[src/rtl/pc_fetch_unit.sv]
// Program counter owner and single-outstanding instruction fetch engine.
// Issues one memory request at a time, presents the returned word to IF/ID,
// and handles stall, branch/jump redirect and a sticky fetch-timeout flag.
module pc_fetch_unit #(
  parameter logic [31:0] RESET_PC   = 32'h0000_0000,
  parameter int unsigned WAIT_LIMIT = 16
) (
  input  logic        Clk,
  input  logic        Reset,
  input  logic [31:0] PCAddResult,
  input  logic        Redirect,
  input  logic [31:0] RedirectPC,
  input  logic        Stall,
  input  logic        IMemAck,
  input  logic [31:0] IMemData,
  output logic [31:0] PCResult,
  output logic        IMemReq,
  output logic [31:0] IMemAddr,
  output logic        InstrValid,
  output logic [31:0] Instruction,
  output logic [31:0] InstrPC,
  output logic        FetchErr
);

  localparam int unsigned XLEN  = 32;
  localparam int unsigned CNT_W = $clog2(WAIT_LIMIT + 1);

  typedef enum logic [1:0] {
    ST_FETCH = 2'd0,
    ST_DROP  = 2'd1,
    ST_HOLD  = 2'd2
  } state_e;

  state_e            state_q, state_d;
  logic [XLEN-1:0]   pc_q, pc_d;
  logic [XLEN-1:0]   addr_q, addr_d;
  logic [XLEN-1:0]   instr_q, instr_d;
  logic [XLEN-1:0]   ipc_q, ipc_d;
  logic              req_q, req_d;
  logic              valid_q, valid_d;
  logic              err_q, err_d;
  logic [CNT_W-1:0]  cnt_q, cnt_d;

  logic [XLEN-1:0]   redir_tgt_c;
  logic [CNT_W-1:0]  cnt_inc_c;

  // Word-aligned redirect target and saturating wait-counter increment
  always_comb begin
    redir_tgt_c = RedirectPC & 32'hFFFF_FFFC;
    cnt_inc_c   = (cnt_q == CNT_W'(WAIT_LIMIT)) ? cnt_q : cnt_q + CNT_W'(1);
  end

  // Next-state and next-output logic for the fetch sequencer
  always_comb begin
    state_d = state_q;
    pc_d    = pc_q;
    addr_d  = addr_q;
    instr_d = instr_q;
    ipc_d   = ipc_q;
    req_d   = req_q;
    valid_d = valid_q;
    cnt_d   = cnt_q;

    unique case (state_q)
      ST_FETCH: begin
        if (!req_q) begin
          // First cycle after reset: nothing in flight yet, so any ack is stale
          req_d = 1'b1;
          if (Redirect) begin
            pc_d   = redir_tgt_c;
            addr_d = redir_tgt_c;
          end
        end else if (IMemAck) begin
          cnt_d = '0;
          if (Redirect) begin
            pc_d   = redir_tgt_c;
            addr_d = redir_tgt_c;
          end else begin
            instr_d = IMemData;
            ipc_d   = addr_q;
            valid_d = 1'b1;
            pc_d    = PCAddResult;
            req_d   = 1'b0;
            state_d = ST_HOLD;
          end
        end else if (Redirect) begin
          // Request must stay stable until acked; its data will be dropped
          cnt_d   = '0;
          pc_d    = redir_tgt_c;
          state_d = ST_DROP;
        end else begin
          cnt_d = cnt_inc_c;
        end
      end

      ST_DROP: begin
        if (IMemAck) begin
          cnt_d   = '0;
          state_d = ST_FETCH;
          if (Redirect) begin
            pc_d   = redir_tgt_c;
            addr_d = redir_tgt_c;
          end else begin
            addr_d = pc_q;
          end
        end else if (Redirect) begin
          cnt_d = '0;
          pc_d  = redir_tgt_c;
        end else begin
          cnt_d = cnt_inc_c;
        end
      end

      ST_HOLD: begin
        if (Redirect) begin
          valid_d = 1'b0;
          pc_d    = redir_tgt_c;
          addr_d  = redir_tgt_c;
          req_d   = 1'b1;
          state_d = ST_FETCH;
        end else if (!Stall) begin
          valid_d = 1'b0;
          addr_d  = pc_q;
          req_d   = 1'b1;
          state_d = ST_FETCH;
        end
      end

      default: begin
        state_d = ST_FETCH;
      end
    endcase
  end

  // Timeout flag is sticky once the counter saturates
  always_comb begin
    err_d = err_q | (cnt_d == CNT_W'(WAIT_LIMIT));
  end

  // State and output registers
  always_ff @(posedge Clk or negedge Reset) begin
    if (!Reset) begin
      state_q <= ST_FETCH;
      pc_q    <= RESET_PC;
      addr_q  <= RESET_PC;
      instr_q <= '0;
      ipc_q   <= '0;
      req_q   <= 1'b0;
      valid_q <= 1'b0;
      err_q   <= 1'b0;
      cnt_q   <= '0;
    end else begin
      state_q <= state_d;
      pc_q    <= pc_d;
      addr_q  <= addr_d;
      instr_q <= instr_d;
      ipc_q   <= ipc_d;
      req_q   <= req_d;
      valid_q <= valid_d;
      err_q   <= err_d;
      cnt_q   <= cnt_d;
    end
  end

  assign PCResult    = pc_q;
  assign IMemReq     = req_q;
  assign IMemAddr    = addr_q;
  assign InstrValid  = valid_q;
  assign Instruction = instr_q;
  assign InstrPC     = ipc_q;
  assign FetchErr    = err_q;

endmodule

[config.mk]
export PLATFORM = sky130hd
export DESIGN_NAME = pc_fetch_unit
export DESIGN_NICKNAME = d
export VERILOG_FILES = /design/src/rtl/pc_fetch_unit.sv
export SDC_FILE = /design/constraint.sdc
export NUM_CORES = 1
export LEC_CHECK = 0
export ABC_AREA = 1
export BUFFER_PORTS_ARGS = -buffer_cell sky130_fd_sc_hd__buf_2
export CORE_AREA = 2 2 124 174
export DETAILED_ROUTE_END_ITERATION = 16
export DIE_AREA = 0 0 126 176
export PLACE_DENSITY = 0.68
export SYNTH_ARGS = -nofsm -noshare
export SYNTH_HDL_FRONTEND = slang
export SYNTH_SLANG_ARGS = --single-unit
[constraint.sdc]
create_clock -name Clk -period 4.5 [get_ports Clk]
set_input_delay 0.225 -clock Clk [delete_from_list [all_inputs] [get_ports Clk]]
set_output_delay 0.225 -clock Clk [all_outputs]
set_load 0.02 [all_outputs]
# ---- Yosys cells after proc, flatten, opt, wreduce, memory -nomap -nowiden
# Cells that the tools add are included.
dict set report op_classes {
  muxes 37
  bitwise_logic 2
  n_reduce_logical 10
  addsub 1
  eq_ne 12
}
# op count
set op_table {}
lappend op_table {{two-way mux 32 bit} 10}
lappend op_table {{case mux 32 bit (3 select lines)} 1}
lappend op_table {{case mux 32 bit (2 select lines)} 1}
lappend op_table {{two-way mux 5 bit} 4}
lappend op_table {{two-way mux 2 bit} 7}
lappend op_table {{inequality test 3 bit, second input constant} 4}
lappend op_table {{== test 5 bit, second input constant} 2}
lappend op_table {{two-way mux 1 bit} 10}
lappend op_table {{case mux 5 bit (2 select lines)} 1}
lappend op_table {{AND reduction 5 bit} 2}
lappend op_table {{inequality test 2 bit, second input constant} 4}
lappend op_table {{AND reduction 4 bit} 2}
lappend op_table {{case mux 2 bit (3 select lines)} 1}
lappend op_table {{adder 5 x 1 -> 5 bit, second input constant} 1}
lappend op_table {{case mux 1 bit (2 select lines)} 2}
lappend op_table {{nonzero test 2 bit} 2}
lappend op_table {{nonzero test 3 bit} 1}
lappend op_table {{== test 2 x 1 -> 1 bit, second input constant} 1}
lappend op_table {{== test 2 bit, second input constant} 1}
lappend op_table {{logical NOT 2 bit} 1}
lappend op_table {{AND reduction 2 bit} 1}
lappend op_table {{OR reduction 2 bit} 1}
lappend op_table {{NOT 1 bit} 1}
lappend op_table {{bitwise OR 1 bit} 1}
dict set report word_totals {
  register_bits 138
  wordCells 71
  in_bits 101
  out_inout_bits 131
}

# ---- Logic depth before layout (Yosys ltp)
# Gate-level depths: netlist of the first run.
dict set report logic_depth {
  word_depth 8
  ltp_mapped 12
  depth_no_buf 12
}

# ---- Least setup slack after synthesis of the first run
# OpenSTA, ideal clock, no wires.
dict set report synth_path {
  path_kind {flip-flop to flip-flop}
  from {register state_q[0]}
  to {register addr_q[1] (netlist: IMemAddr[1])}
  path_buffers 2
  path_slack_ns 2.779
  required_time_ns 4.379
  synth_period_minus_slack_ns 1.721
  setup_time_ns 0.121
  arrival_time_ns 1.599
  stages_incl_launch_ff 11
  path_cell_list {dfrtp_1 inv_1 ha_1 buf_6 inv_4 nor2_1 inv_1 o21ai_2 nor3_4 buf_6 o21ai_1}
}
dict set report synth_via {
  elab_chain_cells 3
  elab_cells_between_ends 9
  classes_between {eq/ne: 5; mux: 1; reduce/logical: 3}
}
# element line_no
set synth_rtl {}
lappend synth_rtl {{start: declaration} 34} ;# state_e state_q, state_d;
lappend synth_rtl {{start signal: assignment} 153} ;# state_q <= state_d;
lappend synth_rtl {{== test 2 bit (tied with other cells)} 64} ;# unique case (state_q)
lappend synth_rtl {{inequality test 3 bit (no line) (tied with other cells)} n/a}
lappend synth_rtl {{AND reduction 4 bit (no line)} n/a}
lappend synth_rtl {{end signal: assignment} 155} ;# addr_q <= addr_d;
lappend synth_rtl {{end: declaration} 36} ;# logic [XLEN-1:0] addr_q, addr_d;
# Parallel ways exist; a longest one is shown, timed or not.
# A chain may end at the register's enable or synchronous reset.

# ---- Final worst setup path of the first run
dict set report layout_path {
  from {register state_q[0]}
  to {register pc_q[19] (netlist: PCResult[19])}
}
dict set report layout_via {
  elab_chain_cells 3
  elab_cells_between_ends 6
  classes_between {eq/ne: 2; mux: 1; reduce/logical: 3}
}
# element line_no
set layout_rtl {}
lappend layout_rtl {{== test 2 bit or == test 2 x 1 -> 1 bit (tied branches)} 64}
lappend layout_rtl {{OR reduction 2 bit (no line)} n/a}
lappend layout_rtl {{case mux 32 bit (2 select lines) or nonzero test 2 bit (tied branches)} n/a}
lappend layout_rtl {{end signal: assignment} 154} ;# pc_q <= pc_d;
lappend layout_rtl {{end: declaration} 35} ;# logic [XLEN-1:0] pc_q, pc_d;
# Parallel ways exist; a longest one is shown, timed or not.

==> results.yml, run 1 <==
routing:
  wirelength_um: 19820
  route.antenna.remaining_nets: 0
  drt-wirelength-per-cell_um: 14.94
  drt_drc_violations_left: 0
  via_per_inst: 4.773
  vias: 6329
  drt_iter0_markers: 562
  drt_first_pass_iters: 5
worst_hold_path:
  hold_path_class: "in -> reg"
  hold_start: "IMemData[23]"
power_and_ir_drop:
  p_seq_frac: 0.314
  p_per_area_nw_per_um2: 769.3
  clkPwrFrac: 0.198
  power.switching_mw: 3.025
  swShare: 0.4480
  vdd_drop_max_mv: 0.3826
  p_comb_frac: 0.487
  power_leakage_nw: 4.809
  p_int_mw: 3.727
critical_path:
  cp_cell_sequence: "inv_1, ha_1, buf_4, nor2_4, inv_2, nand2_1, nand3_1, o21ai_0, inv_1"
  critPathSlowestCell: "nor2_4"
  crit_top_cell: "inv_1"
  required_ns: 4.81
  crit_path_max_incr_delay_ns: 0.64
  rr_startpoint: "state_q[0]"
  arrival_ns: 2.89
  critPathLaunch: "state_q[0]"
  cp_max_fo: 43
  crit_type: "reg -> reg"
  startpoint_type: "flip-flop"
  crit_path_end_kind: "flip-flop"
clock_tree:
  path_clk_slew_ns: 0.06
  numClockSinks: 138
  cts_made_buffers: 17
  cts_setup_buffers: 0
  clock_latency_ns: 0.43
  cts_tree: "done"
  cts_htree_levels: 4
  cts_root_buffer: "clkbuf_16"
  clockBufferDepth: 2
timing:
  setup_viol: 0
  drv_slew: 0
  fin_crit_sh: 0.5721
  tns_ns: 0
  slew_headroom: 0.3283
  worst_clock_skew_ns: 0.008884
  layout_min_cycle_time_ns: 2.575
  worst_pin_slew_ns: 1.008
  rsz0062_at_grt: "false"
  hold_viol_final: 0
  whs_ns: 0.03180
  max_freq_ghz: 0.3884
die:
  row_count: 62
  io_pins: 232
  die_w_um: 126
  die_h_um: 176
  coreArea_um2: 20480
  start_util: 0.3379
  die_area_um2: 22180
synthesis:
  ys.warnings.count: 0
  syn-cell-area_um2: 6919
  syn_avg_cell_area_um2: 8.218
  synth-edff-count: 0
  syn-num-nets: 949
  synth_flop_cell: "dfrtp_1"
  synth-seq-cells: 138
  syn_inst: 842
  async_reset_ff_frac: 1.000
  seq_area_frac_synth: 0.4991
  synthDistinctLibCells: 29
place:
  placedCellCount: 1289
  gp_congestion: 0.8822
  port_buffers: 229
  place_hpwl_um: 14140
finish:
  mostFrequentLayoutCells: "289 x nand2_1, 228 x buf_2, 138 x dfrtp_1, 90 x inv_1, 85 x o21ai_0"
  instances_no_fill: 1326
  drive_gt1_frac: 0.3183
  final_common_cell: "nand2_1"
  final_nets: 1160
  syn_to_final_growth_pct: 26.85
grt:
  grt_pass1_vias: 5971
  grt_max_degree: 108
  grt_use_total: 0.1799
  grt_first_pass_wirelength_um: 31350
  antenna_found_initial: 5
  gr-total-overflow: 0
job:
  max-cap-violations: 0
outcome:
  status: "finished clean"
state kept, by name (all words and copies together) (netlist names):
signal,count
IMemAddr,32
state_q,2
Instruction,32
IMemReq,1
PCResult,32
cnt_q,5
InstrValid,1
InstrPC,32
FetchErr,1
path summary, 6_finish.rpt:
path | end | slack [ns] | depth (start not counted)
worst min-delay path | Instruction[23] | 0.03 | 2
worst min register to register | FetchErr | 0.46 | 2
max in group asynchronous | Instruction[18] | 2.93 | 3
worst max register to register | PCResult[19] | 1.93 | 9
min in group asynchronous | PCResult[7] | 0.52 | 2
worst max-delay path | PCResult[19] | 1.93 | 9
power by group through the flow:
stage / clock [mW] / combinational, mW / sequential (mW)
global placement: 0 / 3.27 / 2.11
CTS: 1.37 / 3.33 / 2.13
floorplan: 0 / 1.60 / 2.83
detailed placement: 0 / 3.31 / 2.15
global route: 1.43 / 3.64 / 2.20
finish: 1.34 / 3.29 / 2.12
through the flow:
step                      total power, mW  cell area (um2)  utilization  setup slack, ns
after CTS                           6.829             8765       0.4280            1.890
after global routing                7.267             8775       0.4285            1.681
after detailed placement            5.459             8202       0.4005            1.915
after floorplan                     4.429             6919            -            2.779
after global placement              5.378             8202       0.4005            1.930
final                               6.753             8777       0.4286            1.925
logic make-up (layout without fill, tap and decap cells):
logic type               Yosys count  count (layout)  synth area share
AO/OA/AOI/OAI                    160             160            0.1387
adder cells (fa/ha/maj)            6               6           0.01085
buffers and inverters            140             363           0.08825
flip-flops                       138             138            0.4991
multiplexers                      32              32           0.05208
other                              0               5                 0
AND/OR/NAND/NOR                  366             366            0.2110
cell usage after synthesis (2+ instances only):
| cell type | count | area share |
|---|---|---|
| a22oi_1 | 3 | 0.0033 |
| clkbuf_1 | 16 | 0.0087 |
| buf_6 | 7 | 0.011 |
| mux2_2 | 32 | 0.052 |
| a31oi_1 | 18 | 0.016 |
| buf_2 | 18 | 0.013 |
| nand4_1 | 3 | 0.0027 |
| nand3_1 | 29 | 0.021 |
| o21ai_0 | 85 | 0.061 |
| inv_2 | 2 | 0.0011 |
| ha_1 | 6 | 0.011 |
| nor2_1 | 35 | 0.019 |
| buf_4 | 2 | 0.0022 |
| a21oi_1 | 12 | 0.0087 |
| buf_1 | 3 | 0.0016 |
| nand2_2 | 5 | 0.0045 |
| o211ai_1 | 5 | 0.0054 |
| dfrtp_1 | 138 | 0.50 |
| o21ai_2 | 30 | 0.038 |
| o21ai_1 | 6 | 0.0043 |
| nand2_1 | 289 | 0.16 |
| inv_1 | 91 | 0.049 |
worst max-delay path: cells and delay by family (launching register included):
kind | cells | cell delay (ns)
simple gates | 3 | 0.85
buf+inv | 4 | 0.81
flops | 1 | 0.40
fa+ha+maj | 1 | 0.30
compound gates | 1 | 0.10
final cells by class:
cell class / count / area (um2)
multi-input combinational: 564 / 2860
timing repair buffer: 238 / 1222
inverter: 94 / 355.3
tap: 256 / 320.3
sequential: 138 / 3453
antenna: 5 / 12.51
fill: 2049 / 11700
clock inverter: 9 / 98.84
clock buffer: 22 / 454.2
repair_timing:
item	in CTS	in global routing
resized for setup	0	0
endpoints found under the hold margin	60	0
hold buffers	1	0
routing by layer:
layer  global-route usage  wire length (um)
met5                    0                 0
met2               0.2917              9652
met3              0.05212              1374
met4              0.09341               697
met1               0.2172              8093
No activity file was read; power rests on OpenSTA's default activity.
==> inputs of run 2 (changes only) <==
==> constraint.sdc (replaced) <==
create_clock -name Clk -period 2.6 [get_ports Clk]
set_input_delay 0.13 -clock Clk [delete_from_list [all_inputs] [get_ports Clk]]
set_output_delay 0.13 -clock Clk [all_outputs]
set_load 0.02 [all_outputs]
==> run 2 against run 1 <==
  * Final cell count up 2.9%
  * Register-to-register slack lost 1.7 ns
  * Clock skew is essentially flat
  * Non-clock buffer count grew 40
  * Clock power rose by 85%
  * Total power rose by 78%
  * Critical path depth down 2
==> results.yml, run 2 (synthesized netlist as in run 1, its figures left out) <==
timing:
  max_freq_ghz: 0.4243
  worst_slack_ns: 0.2433
  hold_viol_final: 0
  fin_crit_sh: 0.9064
  layout_min_cycle_time_ns: 2.357
  worst_pin_slew_ns: 0.9371
  rsz0062_at_grt: "false"
  setup_viol: 0
  tns_ns: 0
  slew_headroom: 0.3732
  worst_clock_skew_ns: 0.008456
  drv_slew: 0
clock_tree:
  clock_latency_ns: 0.42
  ctsResizeCount: 0
  cts_tree: "done"
  cts_made_buffers: 17
  numClockSinks: 138
  cts_root_buffer: "clkbuf_16"
  cts_htree_levels: 4
  path_clk_slew_ns: 0.06
  clockBufferDepth: 2
die:
  die_w_um: 126
  start_util: 0.3379
  row_count: 62
  die_h_um: 176
  io_pins: 232
  die_area_um2: 22180
  coreArea_um2: 20480
power_and_ir_drop:
  p_per_area_nw_per_um2: 1297
  finalPower_mw: 12.03
  vdd_drop_max_mv: 0.4622
  clkPwrFrac: 0.206
  power.switching_mw: 5.276
  p_seq_frac: 0.307
  p_int_mw: 6.751
  p_comb_frac: 0.487
  power_leakage_nw: 5.025
  swShare: 0.4387
critical_path:
  r2r_cells: 7
  critPathSlowestCell: "nor3_4"
  crit_path_end_kind: "flip-flop"
  r2r-end: "IMemAddr[23]"
  required_ns: 2.95
  rr_startpoint: "state_q[0]"
  crit_buf_inv: 2
  critPathLaunch: "state_q[0]"
  arrival_ns: 2.71
  startpoint_type: "flip-flop"
  crit_family: "simple AND/OR/NAND/NOR gates"
  r2r_slack_ns: 0.24
  cp_cell_sequence: "inv_1, ha_1, nor3_1, nor3_4, buf_12, nand2_1, o21ai_2"
  cp_max_fo: 45
  crit_path_max_incr_delay_ns: 0.79
  crit_type: "reg -> reg"
routing:
  drt_drc_violations_left: 0
  route.antenna.remaining_nets: 0
  wirelength_um: 20310
  drt_iter0_markers: 407
  vias: 6389
  drt-wirelength-per-cell_um: 14.88
  drt_first_pass_iters: 5
  via_per_inst: 4.681
worst_hold_path:
  hold_start: "RedirectPC[4]"
  hold_path_class: "in -> reg"
  hold-path-endpoint: "IMemAddr[4]"
  hold_path_depth: 5
finish:
  syn_to_final_growth_pct: 34.03
  mostFrequentLayoutCells: "289 x nand2_1, 228 x buf_2, 138 x dfrtp_1, 90 x inv_1, 85 x o21ai_0"
  final_common_cell: "nand2_1"
  final_nets: 1200
  design_area_um2: 9274
  fin_util: 0.4528
  drive_gt1_frac: 0.3143
  fillers: 2022
place:
  place_hpwl_um: 14510
  gp_congestion: 0.8582
  port_buffers: 229
  dp_worst_setup_slack_ns: 0.2563
  placed_area_um2: 8309
grt:
  grt_first_pass_wirelength_um: 31690
  antenna_found_initial: 5
  grt_max_degree: 56
  grt_use_total: 0.1823
  grt_pass1_vias: 6030
  gr-total-overflow: 0
outcome:
  status: "finished clean"
job:
  max-cap-violations: 0
## run 2: changes by cell type in the layout (fill, tap and decap cells not counted), moves of 2 or more
cell           previous run  this run
buf_12                    0         5
clkbuf_1                  4         1
clkbuf_8                  1         4
clkinv_2                  6         4
dlygate4sd3_1             1        35
## run 2: cell type report
type	count	area, um2	area share
inverter	94	355.3	0.03832
antenna	5	12.51	0.001349
tap	256	320.3	0.03454
clock buffer	22	484.2	0.05221
clock inverter	8	117.6	0.01268
multi-input combinational	564	2860	0.3084
sequential	138	3453	0.3724
timing repair buffer	278	1670	0.1801
## run 2: per-layer routing
layer / global-route usage / vias up / share of wire
met5: 0 / - / 0
met4: 0.09295 / 0 / 0.043
met3: 0.05212 / 43 / 0.056
met2: 0.2997 / 193 / 0.48
met1: 0.2175 / 2963 / 0.42
li1: - / 3190 / -
## run 2: metrics by stage
stage               cells  hold slack [ns]
floorplan             842          -0.1656
global placement     1295           0.1092
detailed placement   1295           0.1106
CTS                  1360         0.007835
global route         1364          0.03887
finish               1365          0.03524
## run 2: power by group through the flow
stage	Sequential (mW)	Clock, mW	Combinational (mW)
floorplan	4.90	0	2.77
global placement	3.67	0	5.75
detailed placement	3.72	0	5.83
CTS	3.69	2.55	5.90
global route	3.82	2.63	6.42
finish	3.70	2.48	5.85
## run 2: worst max-delay path by stage
| stage | endpoint | depth (start not counted) |
|---|---|---|
| after global routing | IMemAddr[23] | 10 |
| after detailed placement | IMemAddr[23] | 7 |
| after global placement | IMemAddr[20] | 10 |
| after CTS | IMemAddr[23] | 7 |
| final | IMemAddr[23] | 7 |
| after floorplan | IMemAddr[1] | 10 |
## run 2: repair_timing
item	4_1_cts	5_1_grt
hold endpoints to repair	80	0
hold buffers	35	0
buffers inserted	0	0
## run 2: tightest hold or removal path, cell delays in order
cell	delay (ns)
buf_2	0.08
nand2_1	0.04
nand2_1	0.07
nand2_2	0.05
o21ai_2	0.04
==> inputs of run 3 (changes only) <==
==> constraint.sdc (replaced) <==
create_clock -name Clk -period 2.5 [get_ports Clk]
set_input_delay 0.125 -clock Clk [delete_from_list [all_inputs] [get_ports Clk]]
set_output_delay 0.125 -clock Clk [all_outputs]
set_load 0.02 [all_outputs]
==> run 3 against run 2 <==
  * First-iteration DRC count fell by 13%
  * Critical path depth rose by 3
  * Die area did not move
  * Critical path type unchanged
  * Highest routed layer unchanged
==> results.yml, run 3 (synthesized netlist as in run 1, its figures left out) <==
routing:
  via_per_inst: 4.661
  drt_first_pass_iters: 5
  drt_iter0_markers: 356
  vias: 6428
  wirelength_um: 20420
  route.antenna.remaining_nets: 0
  drt-wirelength-per-cell_um: 14.81
  drt_drc_violations_left: 0
critical_path:
  crit_type: "reg -> reg"
  cp_max_fo: 36
  required_ns: 2.80
  arrival_ns: 2.37
  crit_path_end_kind: "flip-flop"
  startpoint_type: "flip-flop"
outcome:
  status: "finished clean"
die:
  row_count: 62
  start_util: 0.3379
  coreArea_um2: 20480
  die_w_um: 126
  die_h_um: 176
  io_pins: 232
  die_area_um2: 22180
job:
  max-cap-violations: 0
clock_tree:
  cts_setup_buffers: 0
  cts_htree_levels: 4
  clockBufferDepth: 2
  path_clk_slew_ns: 0.06
  hold_buffers: 35
  cts_tree: "done"
  ctsResizeCount: 0
  numClockSinks: 138
  cts_made_buffers: 17
  cts_root_buffer: "clkbuf_16"
  clock_latency_ns: 0.43
finish:
  instances_no_fill: 1379
  design_area_um2: 9358
  drive_gt1_frac: 0.3177
  final_common_cell: "nand2_1"
  final_nets: 1205
  fillers: 2004
  mostFrequentLayoutCells: "289 x nand2_1, 228 x buf_2, 138 x dfrtp_1, 90 x inv_1, 85 x o21ai_0"
  syn_to_final_growth_pct: 35.24
  multi_input_area_um2: 2860
  seqCellArea_um2: 3453
timing:
  drv_slew: 0
  hold_viol_final: 0
  layout_min_cycle_time_ns: 2.076
  slew_headroom: 0.6016
  fin_crit_sh: 0.8306
  setup_viol: 0
  worst_clock_skew_ns: 0.008240
  rsz0062_at_grt: "false"
  max_freq_ghz: 0.4816
  worst_pin_slew_ns: 0.5976
  tns_ns: 0
power_and_ir_drop:
  p_per_area_nw_per_um2: 1356
  vdd_drop_max_mv: 0.5088
  power_leakage_nw: 5.055
place:
  place_hpwl_um: 14850
  port_buffers: 229
  placedCellCount: 1300
  gp_congestion: 0.8664
  placed_area_um2: 8334
grt:
  grt_max_degree: 62
  met1_usage: 0.1980
  grt_first_pass_wirelength_um: 31460
  gr-total-overflow: 0
  grt_pass1_vias: 6132
  busiest_layer: "met2"
  grt_util_met3: 0.06394
  grt_use_total: 0.1816
  use_met2: 0.3015
  antenna_found_initial: 8
worst_hold_path:
  hold_path_class: "in -> reg"
-- run 3: layer usage --
metal  up-vias  routed length (um)
met1      2946                8135
met3        53                1385
met5         -                   0
met2       205                9947
met4         0                 954
li1       3224                   -
-- run 3: worst paths after layout --
check,startpoint,to,slack [ns],cells after the start
worst min-delay path,RedirectPC[2],IMemAddr[2],0.03,5
worst max-delay path,state_q[0],IMemAddr[31],0.42,10
worst min register to register,FetchErr,FetchErr,0.48,2
min in group asynchronous,Reset,PCResult[6],0.26,2
worst max register to register,state_q[0],IMemAddr[31],0.42,10
max in group asynchronous,Reset,Instruction[19],1.40,3
-- run 3: per-stage QoR --
step	power [mW]	util	hold WS (ns)	setup slack (ns)
2_1_floorplan	7.972	-	-0.1706	0.7794
3_3_place_gp	9.766	0.4070	0.1557	0.4858
3_5_place_dp	9.927	0.4070	0.1566	0.4647
4_1_cts	12.79	0.4555	0.01010	0.4390
5_1_grt	13.60	0.4562	0.06861	0.1976
6_report	12.69	0.4569	0.03024	0.4236
-- run 3: layout make-up --
cell class,count,area share
multi-input combinational,564,0.3057
clock inverter,12,0.02099
clock buffer,20,0.04773
tap,256,0.03423
antenna,12,0.003209
inverter,94,0.03797
sequential,138,0.3690
timing repair buffer,283,0.1812
-- run 3: power breakdown --
group	leakage, nW	total, mW	switching, mW	internal [mW]
registers	1.70	3.84	0.560	3.28
clock network	0.306	2.77	0.979	1.79
logic	3.05	6.08	3.99	2.09
total	5.05	12.7	5.53	7.15
-- run 3: critical path, stage by stage (launching register included) --
cell and delay (ns):
dfrtp_1 0.41, inv_1 0.15, ha_1 0.40, inv_4 0.06
nor2_1 0.14, inv_1 0.07, o21ai_2 0.17, nor3_4 0.05
buf_4 0.27, nand2_1 0.11, o21ai_0 0.08
